==> config.mk <==
export PLATFORM = sky130hd
export DESIGN_NAME = cpu7_exu_byp
export DESIGN_NICKNAME = d
export VERILOG_FILES = /design/src/rtl/cpu7_exu_byp_pkg.sv /design/src/rtl/cpu7_exu_byp_mux.sv /design/src/rtl/cpu7_exu_byp.sv
export SDC_FILE = /design/constraint.sdc
export NUM_CORES = 1
export LEC_CHECK = 0
export ABC_AREA = 1
export CAP_MARGIN = 40
export CORE_AREA = 2 2 248 250
export CTS_CLUSTER_DIAMETER = 150
export CTS_CLUSTER_SIZE = 10
export DETAILED_ROUTE_END_ITERATION = 8
export DIE_AREA = 0 0 250 252
export HOLD_SLACK_MARGIN = 0.06
export PLACE_DENSITY_LB_ADDON = 0.1
export REMOVE_ABC_BUFFERS = 1
export SLEW_MARGIN = 20
export SYNTH_ARGS = -nofsm -noshare
export SYNTH_HDL_FRONTEND = slang
export SYNTH_HIERARCHICAL = 1
export SYNTH_SLANG_ARGS = --single-unit
==> constraint.sdc <==
create_clock -name clk -period 4.9 [get_ports clk]
set_input_delay 0.98 -clock clk [delete_from_list [all_inputs] [get_ports clk]]
set_output_delay 0.98 -clock clk [all_outputs]
set_load 0.01 [all_outputs]
==> src/rtl/cpu7_exu_byp_pkg.sv <==
// Shared definitions for the cpu7 EXU result pipeline and operand bypass network.
package cpu7_exu_byp_pkg;

    localparam int unsigned GRLEN_DEF     = 32;
    localparam int unsigned RF_AW_DEF     = 5;
    localparam int unsigned LANES_DEF     = 2;
    localparam int unsigned SRCS_PER_LANE = 2;

    typedef enum logic [1:0] {
        SrcRf,
        SrcW,
        SrcM,
        SrcE
    } byp_src_e;

    // Nearest in-flight stage wins: E over M over W over the register file.
    function automatic byp_src_e byp_pick(input logic e_any, input logic m_any,
                                          input logic w_any);
        if (e_any) return SrcE;
        if (m_any) return SrcM;
        if (w_any) return SrcW;
        return SrcRf;
    endfunction

endpackage

==> src/rtl/cpu7_exu_byp_mux.sv <==
// One-operand bypass mux: picks the youngest hitting lane of the nearest stage, else RF data.
module cpu7_exu_byp_mux
    import cpu7_exu_byp_pkg::*;
#(
    parameter int unsigned GRLEN = GRLEN_DEF,
    parameter int unsigned LANES = LANES_DEF
) (
    input  logic [LANES-1:0]       e_hit,
    input  logic [LANES*GRLEN-1:0] e_data,
    input  logic [LANES-1:0]       m_hit,
    input  logic [LANES*GRLEN-1:0] m_data,
    input  logic [LANES-1:0]       w_hit,
    input  logic [LANES*GRLEN-1:0] w_data,
    input  logic [GRLEN-1:0]       rf_data,
    output logic [GRLEN-1:0]       op_data
);

    logic [GRLEN-1:0] e_sel;
    logic [GRLEN-1:0] m_sel;
    logic [GRLEN-1:0] w_sel;
    byp_src_e         src;

    always_comb begin
        e_sel   = '0;
        m_sel   = '0;
        w_sel   = '0;
        op_data = rf_data;
        // Ascending scan so a younger (higher) lane overrides an older one.
        for (int i = 0; i < LANES; i++) begin
            if (e_hit[i]) e_sel = e_data[i*GRLEN +: GRLEN];
            if (m_hit[i]) m_sel = m_data[i*GRLEN +: GRLEN];
            if (w_hit[i]) w_sel = w_data[i*GRLEN +: GRLEN];
        end
        src = byp_pick(|e_hit, |m_hit, |w_hit);
        unique case (src)
            SrcE:  op_data = e_sel;
            SrcM:  op_data = m_sel;
            SrcW:  op_data = w_sel;
            SrcRf: op_data = rf_data;
        endcase
    end

endmodule

==> src/rtl/cpu7_exu_byp.sv <==
// Multi-lane E->M->W result pipeline with D-stage operand forwarding and load-use interlock.
module cpu7_exu_byp
    import cpu7_exu_byp_pkg::*;
#(
    parameter int unsigned GRLEN = GRLEN_DEF,
    parameter int unsigned LANES = LANES_DEF,
    parameter int unsigned RF_AW = RF_AW_DEF
) (
    input  logic                                 clk,
    input  logic                                 resetn,
    input  logic                                 hold,
    input  logic                                 flush,
    input  logic [LANES-1:0]                     e_valid,
    input  logic [LANES-1:0]                     e_wen,
    input  logic [LANES-1:0]                     e_ld,
    input  logic [LANES*RF_AW-1:0]               e_rd,
    input  logic [LANES*GRLEN-1:0]               e_res,
    input  logic [LANES*GRLEN-1:0]               e_pc,
    input  logic [LANES*GRLEN-1:0]               m_ld_data,
    input  logic [LANES*SRCS_PER_LANE*RF_AW-1:0] d_rs,
    input  logic [LANES*SRCS_PER_LANE*GRLEN-1:0] d_rf_data,
    output logic [LANES*SRCS_PER_LANE*GRLEN-1:0] d_op_data,
    output logic                                 d_stall,
    output logic [LANES-1:0]                     w_wen,
    output logic [LANES*RF_AW-1:0]               w_rd,
    output logic [LANES*GRLEN-1:0]               w_data,
    output logic [LANES*GRLEN-1:0]               w_pc
);

    localparam int unsigned NSRC = LANES * SRCS_PER_LANE;

    logic [LANES-1:0]       m_valid_q, m_wen_q, m_ld_q;
    logic [LANES*RF_AW-1:0] m_rd_q;
    logic [LANES*GRLEN-1:0] m_res_q, m_pc_q, m_data;
    logic [LANES-1:0]       w_valid_q, w_wen_q;
    logic [LANES-1:0]       e_keep, m_keep, w_keep;
    logic [NSRC-1:0]        stall_src;

    // Effective writes of a stage, with older lanes dropped when a younger lane targets the same rd.
    function automatic logic [LANES-1:0] keep_mask(input logic [LANES-1:0]       valid,
                                                   input logic [LANES-1:0]       wen,
                                                   input logic [LANES*RF_AW-1:0] rd);
        logic [LANES-1:0] eff;
        logic [LANES-1:0] keep;
        for (int i = 0; i < LANES; i++) begin
            eff[i] = valid[i] & wen[i] & (rd[i*RF_AW +: RF_AW] != '0);
        end
        keep = eff;
        for (int i = 0; i < LANES; i++) begin
            for (int j = i + 1; j < LANES; j++) begin
                if (eff[j] && (rd[j*RF_AW +: RF_AW] == rd[i*RF_AW +: RF_AW])) keep[i] = 1'b0;
            end
        end
        return keep;
    endfunction

    assign e_keep = keep_mask(e_valid, e_wen, e_rd);
    assign m_keep = keep_mask(m_valid_q, m_wen_q, m_rd_q);
    assign w_keep = keep_mask(w_valid_q, w_wen_q, w_rd);
    assign w_wen  = w_keep;

    always_comb begin
        m_data = m_res_q;
        for (int i = 0; i < LANES; i++) begin
            if (m_ld_q[i]) m_data[i*GRLEN +: GRLEN] = m_ld_data[i*GRLEN +: GRLEN];
        end
    end

    always_ff @(posedge clk or negedge resetn) begin
        if (!resetn) begin
            m_valid_q <= '0;
            m_wen_q   <= '0;
            m_ld_q    <= '0;
            m_rd_q    <= '0;
            m_res_q   <= '0;
            m_pc_q    <= '0;
            w_valid_q <= '0;
            w_wen_q   <= '0;
            w_rd      <= '0;
            w_data    <= '0;
            w_pc      <= '0;
        end else if (!hold) begin
            m_valid_q <= flush ? '0 : e_valid;
            m_wen_q   <= e_wen;
            m_ld_q    <= e_ld;
            m_rd_q    <= e_rd;
            m_res_q   <= e_res;
            m_pc_q    <= e_pc;
            w_valid_q <= m_valid_q;
            w_wen_q   <= m_wen_q;
            w_rd      <= m_rd_q;
            w_data    <= m_data;
            w_pc      <= m_pc_q;
        end
    end

    for (genvar s = 0; s < NSRC; s++) begin : g_src
        logic [RF_AW-1:0] rs;
        logic [LANES-1:0] e_hit, e_ld_hit, m_hit, w_hit;

        assign rs = d_rs[s*RF_AW +: RF_AW];

        // Keep masks already exclude rd==0, so r0 never hits and falls through to RF data.
        always_comb begin
            e_hit    = '0;
            e_ld_hit = '0;
            m_hit    = '0;
            w_hit    = '0;
            for (int i = 0; i < LANES; i++) begin
                e_hit[i]    = e_keep[i] & ~e_ld[i] & (e_rd[i*RF_AW +: RF_AW] == rs);
                e_ld_hit[i] = e_keep[i] & e_ld[i] & (e_rd[i*RF_AW +: RF_AW] == rs);
                m_hit[i]    = m_keep[i] & (m_rd_q[i*RF_AW +: RF_AW] == rs);
                w_hit[i]    = w_keep[i] & (w_rd[i*RF_AW +: RF_AW] == rs);
            end
        end

        assign stall_src[s] = |e_ld_hit;

        cpu7_exu_byp_mux #(
            .GRLEN(GRLEN),
            .LANES(LANES)
        ) u_mux (
            .e_hit  (e_hit),
            .e_data (e_res),
            .m_hit  (m_hit),
            .m_data (m_data),
            .w_hit  (w_hit),
            .w_data (w_data),
            .rf_data(d_rf_data[s*GRLEN +: GRLEN]),
            .op_data(d_op_data[s*GRLEN +: GRLEN])
        );
    end

    assign d_stall = |stall_src;

endmodule

# After elaboration in Yosys (flattened, before gate mapping)
# Index checks and enable logic that the tools add are counted.
# W data, S select, Z words.
totals:
  regBits: 286
  inputBits: 360
classes:
  n_eq_ne: 39
  n_mux: 82
  n_bitwise: 50
  reduce_logical: 26
ops:
  columns: ["op", "count"]
  rows:
  - ["$mux W32", 26]
  - ["$pmux W32 S4", 4]
  - ["$eq A5 B5 Y1", 27]
  - ["$mux W2", 25]
  - ["$and A1 B1 Y1", 48]
  - ["$reduce_bool A5 Y1", 6]
  - ["$mux W1", 27]
  - ["$reduce_or A2 Y1", 12]
  - ["$eq A2 B2 Y1 const B", 8]
  - ["$eq A2 B1 Y1 const B", 4]
  - ["$logic_not A2 Y1", 4]
  - ["$reduce_or A8 Y1", 1]
  - ["$logic_and A1 B1 Y1", 3]
  - ["$not A1 Y1", 2]

# Logic depth before layout (Yosys ltp)
logic_depth:
  depth_word: 16
  mapped_depth: 15
  depth_no_buf: 13

# Modules after synthesis
# The synthesis kept the hierarchy.
modules_own_cells:
  columns: ["mod", "instances", "cells_each", "area_per_inst_um2"]
  rows:
  - ["cpu7_exu_byp", 1, 1718, 13694.4]
  - ["cpu7_exu_byp_mux", 4, 472, 2233.4]

# Worst setup path after synthesis
# Ideal clock, no wire load.
synth_timing:
  kind: "input to output"
  from: "in e_rd[9]"
  to: "out d_op_data[100]"
  t_arrival_ns: 2.510
  t_required_ns: 3.920
  path_slack_ns: 1.410
  cell_stages: 11
  path_cell_list: "buf_2 -> inv_2 -> nand3_1 -> nand2_1 -> inv_1 -> nand2_1 -> nor3_1 -> buf_2 -> buf_4 -> o21a_1 -> nand4_1"
synth_between:
  word_cells_on_any_way: 20
  cone_classes: "eq/ne: 5; mux: 6; bitwise: 5; reduce/logical: 4"
synth_rtl:
  columns: ["item", "line_no", "source"]
  rows:
  - ["start, declared", "cpu7_exu_byp.sv:16", "input logic [LANES*RF_AW-1:0] e_rd,"]
  - ["$reduce_bool A5 Y1", "cpu7_exu_byp.sv:46", "eff[i] = valid[i] & wen[i] & (rd[i*RF_AW +: RF_AW] != '0);"]
  - ["$and A1 B1 Y1", "cpu7_exu_byp.sv:46", null]
  - ["$and A1 B1 Y1", "cpu7_exu_byp.sv:110", "e_hit[i] = e_keep[i] & ~e_ld[i] & (e_rd[i*RF_AW +: RF_AW] == rs);"]
  - ["$and A1 B1 Y1 *", "cpu7_exu_byp.sv:110", null]
  - ["named net g_src[3].e_hit[1]", "cpu7_exu_byp.sv:99", "logic [LANES-1:0] e_hit, e_ld_hit, m_hit, w_hit;"]
  - ["$reduce_or A2 Y1", "cpu7_exu_byp_mux.sv:34", "src = byp_pick(|e_hit, |m_hit, |w_hit);"]
  - ["$mux W1", "cpu7_exu_byp_pkg.sv:19", "if (e_any) return SrcE;"]
  - ["$mux W2", "cpu7_exu_byp_pkg.sv:20", "if (m_any) return SrcM;"]
  - ["$eq A2 B1 Y1, or another cell as far along", "cpu7_exu_byp_mux.sv:35", "unique case (src)"]
  - ["$pmux W32 S4 *", "cpu7_exu_byp_mux.sv:35", null]
  - ["end, declared", "cpu7_exu_byp.sv:22", "output logic [LANES*SRCS_PER_LANE*GRLEN-1:0] d_op_data,"]
# The timed path passes the listed nets; every way through them passes the cells marked *.

# Final worst setup path
layout_timing:
  from: "in e_rd[8]"
  to: "out d_op_data[87]"
layout_between:
  word_cells_on_any_way: 20
  cone_classes: "eq/ne: 5; mux: 6; bitwise: 5; reduce/logical: 4"
layout_rtl:
  columns: ["item", "line_no"]
  rows:
  - ["$reduce_bool A5 Y1", "cpu7_exu_byp.sv:46"]
  - ["$and A1 B1 Y1", "cpu7_exu_byp.sv:46"]
  - ["$and A1 B1 Y1", "cpu7_exu_byp.sv:110"]
  - ["$and A1 B1 Y1 *", "cpu7_exu_byp.sv:110"]
  - ["named net g_src[2].e_hit[1]", "cpu7_exu_byp.sv:99"]
  - ["$reduce_or A2 Y1", "cpu7_exu_byp_mux.sv:34"]
  - ["$mux W1", "cpu7_exu_byp_pkg.sv:19"]
  - ["$mux W2", "cpu7_exu_byp_pkg.sv:20"]
  - ["$eq A2 B1 Y1, or another cell as far along", "cpu7_exu_byp_mux.sv:35"]
  - ["$pmux W32 S4 *", "cpu7_exu_byp_mux.sv:35"]
# Marked as above.

==> flow_metrics.py <==
metrics = {
    "final_layout": {
        "drive_above_1_share_pct": 7.19,
        "nNetsFinal": 4489,
        "area_delta_synth_final_pct": 37.4,
        "utilization_pct": 51.7,
    },
    "synthesis": {
        "synth_area_sq_um": 22600,
        "synthAdderAreaFrac_pct": 0,
        "avgSynthCellArea_sq_um": 6.28,
        "ys_ff_latch": 286,
        "seq_area_frac_synth_pct": 31.6,
        "yosysTopAreaCell": "nand2_1",
        "synth_compound_area_share_pct": 8.76,
        "synth.distinct_cells": 27,
        "ys_top_cells_by_area": "nand2_1 32%, dfrtp_1 32%, nand4_1 7.4%",
        "syn_inst": 3606,
        "synth_top_area_share_pct": 31.8,
        "muxShareOfSynthArea_pct": 0,
        "synth_xor_xnor_area_share_pct": 3.87,
        "synth_top_family_by_area": "simple AND/OR/NAND/NOR gates",
        "ys_warn_count": 6,
        "yosys.area_share.simple_pct": 45.3,
    },
    "route": {
        "drt_iter0_drc": 3164,
        "routed_via_density": 5.51,
        "ant_nets": 0,
        "drc": 0,
        "num_vias": 27100,
        "wirelength_microns": 117000,
        "wl_per_cell_microns": 23.8,
        "first_pass_iters": 5,
    },
    "floorplanning": {
        "placementRows": 90,
        "die_area_sq_um": 63000,
        "chipWidth_microns": 250,
        "coreArea_sq_um": 60100,
        "boundaryPins": 629,
        "initial_core_util_pct": 37.6,
        "die_h_microns": 252,
    },
    "sta": {
        "maxSlewHeadroom_pct": 44.3,
        "finalSetupViolations": 0,
        "fin_skew_ps": 11.7,
        "rsz0062_at_grt": "no",
        "fin_setup_tns_ps": 0,
        "max_freq_mhz": 208,
        "timing.final.crit_share_pct": 98.3,
        "fin_crit_ps": 4820,
        "hold_viol_final": 0,
        "tightest_slew_ps": 836,
        "finalMaxSlewViolations": 0,
    },
    "critical_path": {
        "required_ps": 3920,
        "end_kind": "output pin",
        "critPathMaxFanout": 21,
        "crit_arrival_ps": 3840,
        "start_kind": "input port",
        "path_class": "in2out",
    },
    "cts": {
        "clockBufferDepth": 3,
        "cts_inserted_buffers": 34,
        "h-tree-depth": 2,
        "clk_latency_ps": 550,
        "path_clk_slew_ps": 60,
        "cts_tree": "done",
        "cts-hold-fix-buffers": 0,
        "cts_sinks": 286,
        "clockRootBuffer": "clkbuf_16",
    },
    "power": {
        "power.leakage_nw": 14.3,
        "peakVddDrop_mv": 0.293,
        "p_per_area_nw_per_um2": 231,
    },
    "flow_run": {
        "cap_violations": 0,
    },
    "placed_design": {
        "io_buffers": 628,
        "dp_hpwl_microns": 83700,
        "routabilityCongestion": 0.951,
    },
    "global_route": {
        "grt.overflow.total": 0,
        "grt.met1_usage_pct": 45.2,
        "grt_max_degree": 177,
        "grt_pass1_wl_microns": 169000,
        "grt-busiest-layer": "met2",
        "track_usage_pct": 35.8,
        "antenna_found_initial": 18,
        "met3_usage_pct": 10.1,
        "use_met2_pct": 56.7,
        "grt_pass1_vias": 25300,
    },
    "outcome": {
        "status": "complete, no violations",
    },
    "hold_path": {
        "worstHoldPathType": "in2async",
    },
}
## routing by layer
metal	wire length, microns	up-vias	share of wire [%]
li1	-	12500	-
met1	45700	12600	39
met2	52800	1639	45
met3	12900	352	11
met4	5690	21	4.9
met5	173	-	0.15
## repair_timing
| item | in CTS | in global routing |
|---|---|---|
| gates cloned | 0 | 1 |
| endpoints found under the setup margin | 2 | 78 |
| pin swaps | 0 | 3 |
| buffers inserted | 0 | 6 |
| resized for setup | 1 | 26 |
## cell usage in the layout, fill, tap and decap left out, drive strengths merged
cell type	instances
nand2	1923
clkdlybuf4s50	608
dfrtp	286
nand4	268
o21ai	200
buf	166
nand3	158
inv	151
o21a	128
nor2	70
xnor2	65
clkbuf	36
xor2	35
dlymetal6s2s	13
diode	8
nor4	8
clkinv	5
nor3	5
a21oi	4
bufinv	1
dlygate4sd2	1
## through the flow
| stage | hold slack (ps) | instances | power (mW) | instance area, sq um | setup WS [ps] |
|---|---|---|---|---|---|
| 2_1_floorplan | 442 | 3304 | 3.57 | 20900 | -1890 |
| 3_3_place_gp | 449 | 4866 | 4.85 | 30000 | -3.79 |
| 3_5_place_dp | 452 | 4867 | 4.86 | 30000 | -3.35 |
| 4_1_cts | 465 | 4905 | 7.19 | 30900 | 19.4 |
| 5_1_grt | 464 | 4919 | 7.49 | 31100 | 1.18 |
| 6_report | 403 | 4921 | 7.18 | 31100 | 82.7 |
## cells in the mapped netlist, drive strengths merged
cell    number
a21oi        4
buf        271
clkbuf      31
clkinv       4
dfrtp      286
inv        150
nand2     1923
nand3      158
nand4      268
nor2        70
nor3         5
nor4         8
o21a       128
o21ai      200
xnor2       65
xor2        35
## state kept, by name (all words and copies together), names as in the netlist
| name | cells |
|---|---|
| m_pc_q | 64 |
| m_res_q | 64 |
| w_data | 64 |
| w_pc | 64 |
| m_rd_q | 10 |
| w_rd | 10 |
| m_ld_q | 2 |
| m_valid_q | 2 |
| m_wen_q | 2 |
| w_valid_q | 2 |
| w_wen_q | 2 |
## path summary, 6_finish.rpt
path                                  to        from  cells after the start  slack [ps]
max reg2reg                    w_data[3]   m_ld_q[0]                      5        2940
max                        d_op_data[87]     e_rd[8]                     15          80
min in group clk                w_pc[28]  m_pc_q[28]                      2         460
max in group asynchronous       w_pc[10]      resetn                      2        3270
min                          m_res_q[33]      resetn                      1         400
min reg2reg                     w_pc[28]  m_pc_q[28]                      2         460
## report_power, final
| part | internal, mW | leakage [nW] | total, mW | switching, mW |
|---|---|---|---|---|
| Sequential | 2.61 | 3.52 | 2.92 | 0.313 |
| Combinational | 0.926 | 10.3 | 1.94 | 1.02 |
| Clock | 1.29 | 0.451 | 2.31 | 1.02 |
| Total | 4.83 | 14.3 | 7.18 | 2.35 |
## area by class of cell
class | instances | area (sq um)
Inverter | 154 | 586
Multi-Input combinational cell | 2864 | 13300
Antenna cell | 8 | 20.0
Clock inverter | 3 | 66.3
Clock buffer | 35 | 855
Sequential cell | 286 | 7160
Tap cell | 782 | 978
Fill cell | 6037 | 29000
Timing Repair Buffer | 789 | 8110
## critical path, stage by stage
cell and delay [ps]:
clkdlybuf4s50_1 510, buf_4 210, inv_2 100, nand2_1 60
nand2_1 60, nand3_1 200, nor3_4 300, buf_4 200
inv_1 40, nand2_1 100, nor2_4 50, buf_12 170
nand2_1 80, nand4_1 220, clkdlybuf4s50_1 560
## kinds of logic after synthesis
kind of cell	count (synthesis)
AO/OA/AOI/OAI	332
XOR/XNOR	100
buffers and inverters	456
flip-flops	286
AND/OR/NAND/NOR	2432
No activity file was read; power rests on OpenSTA's default activity.
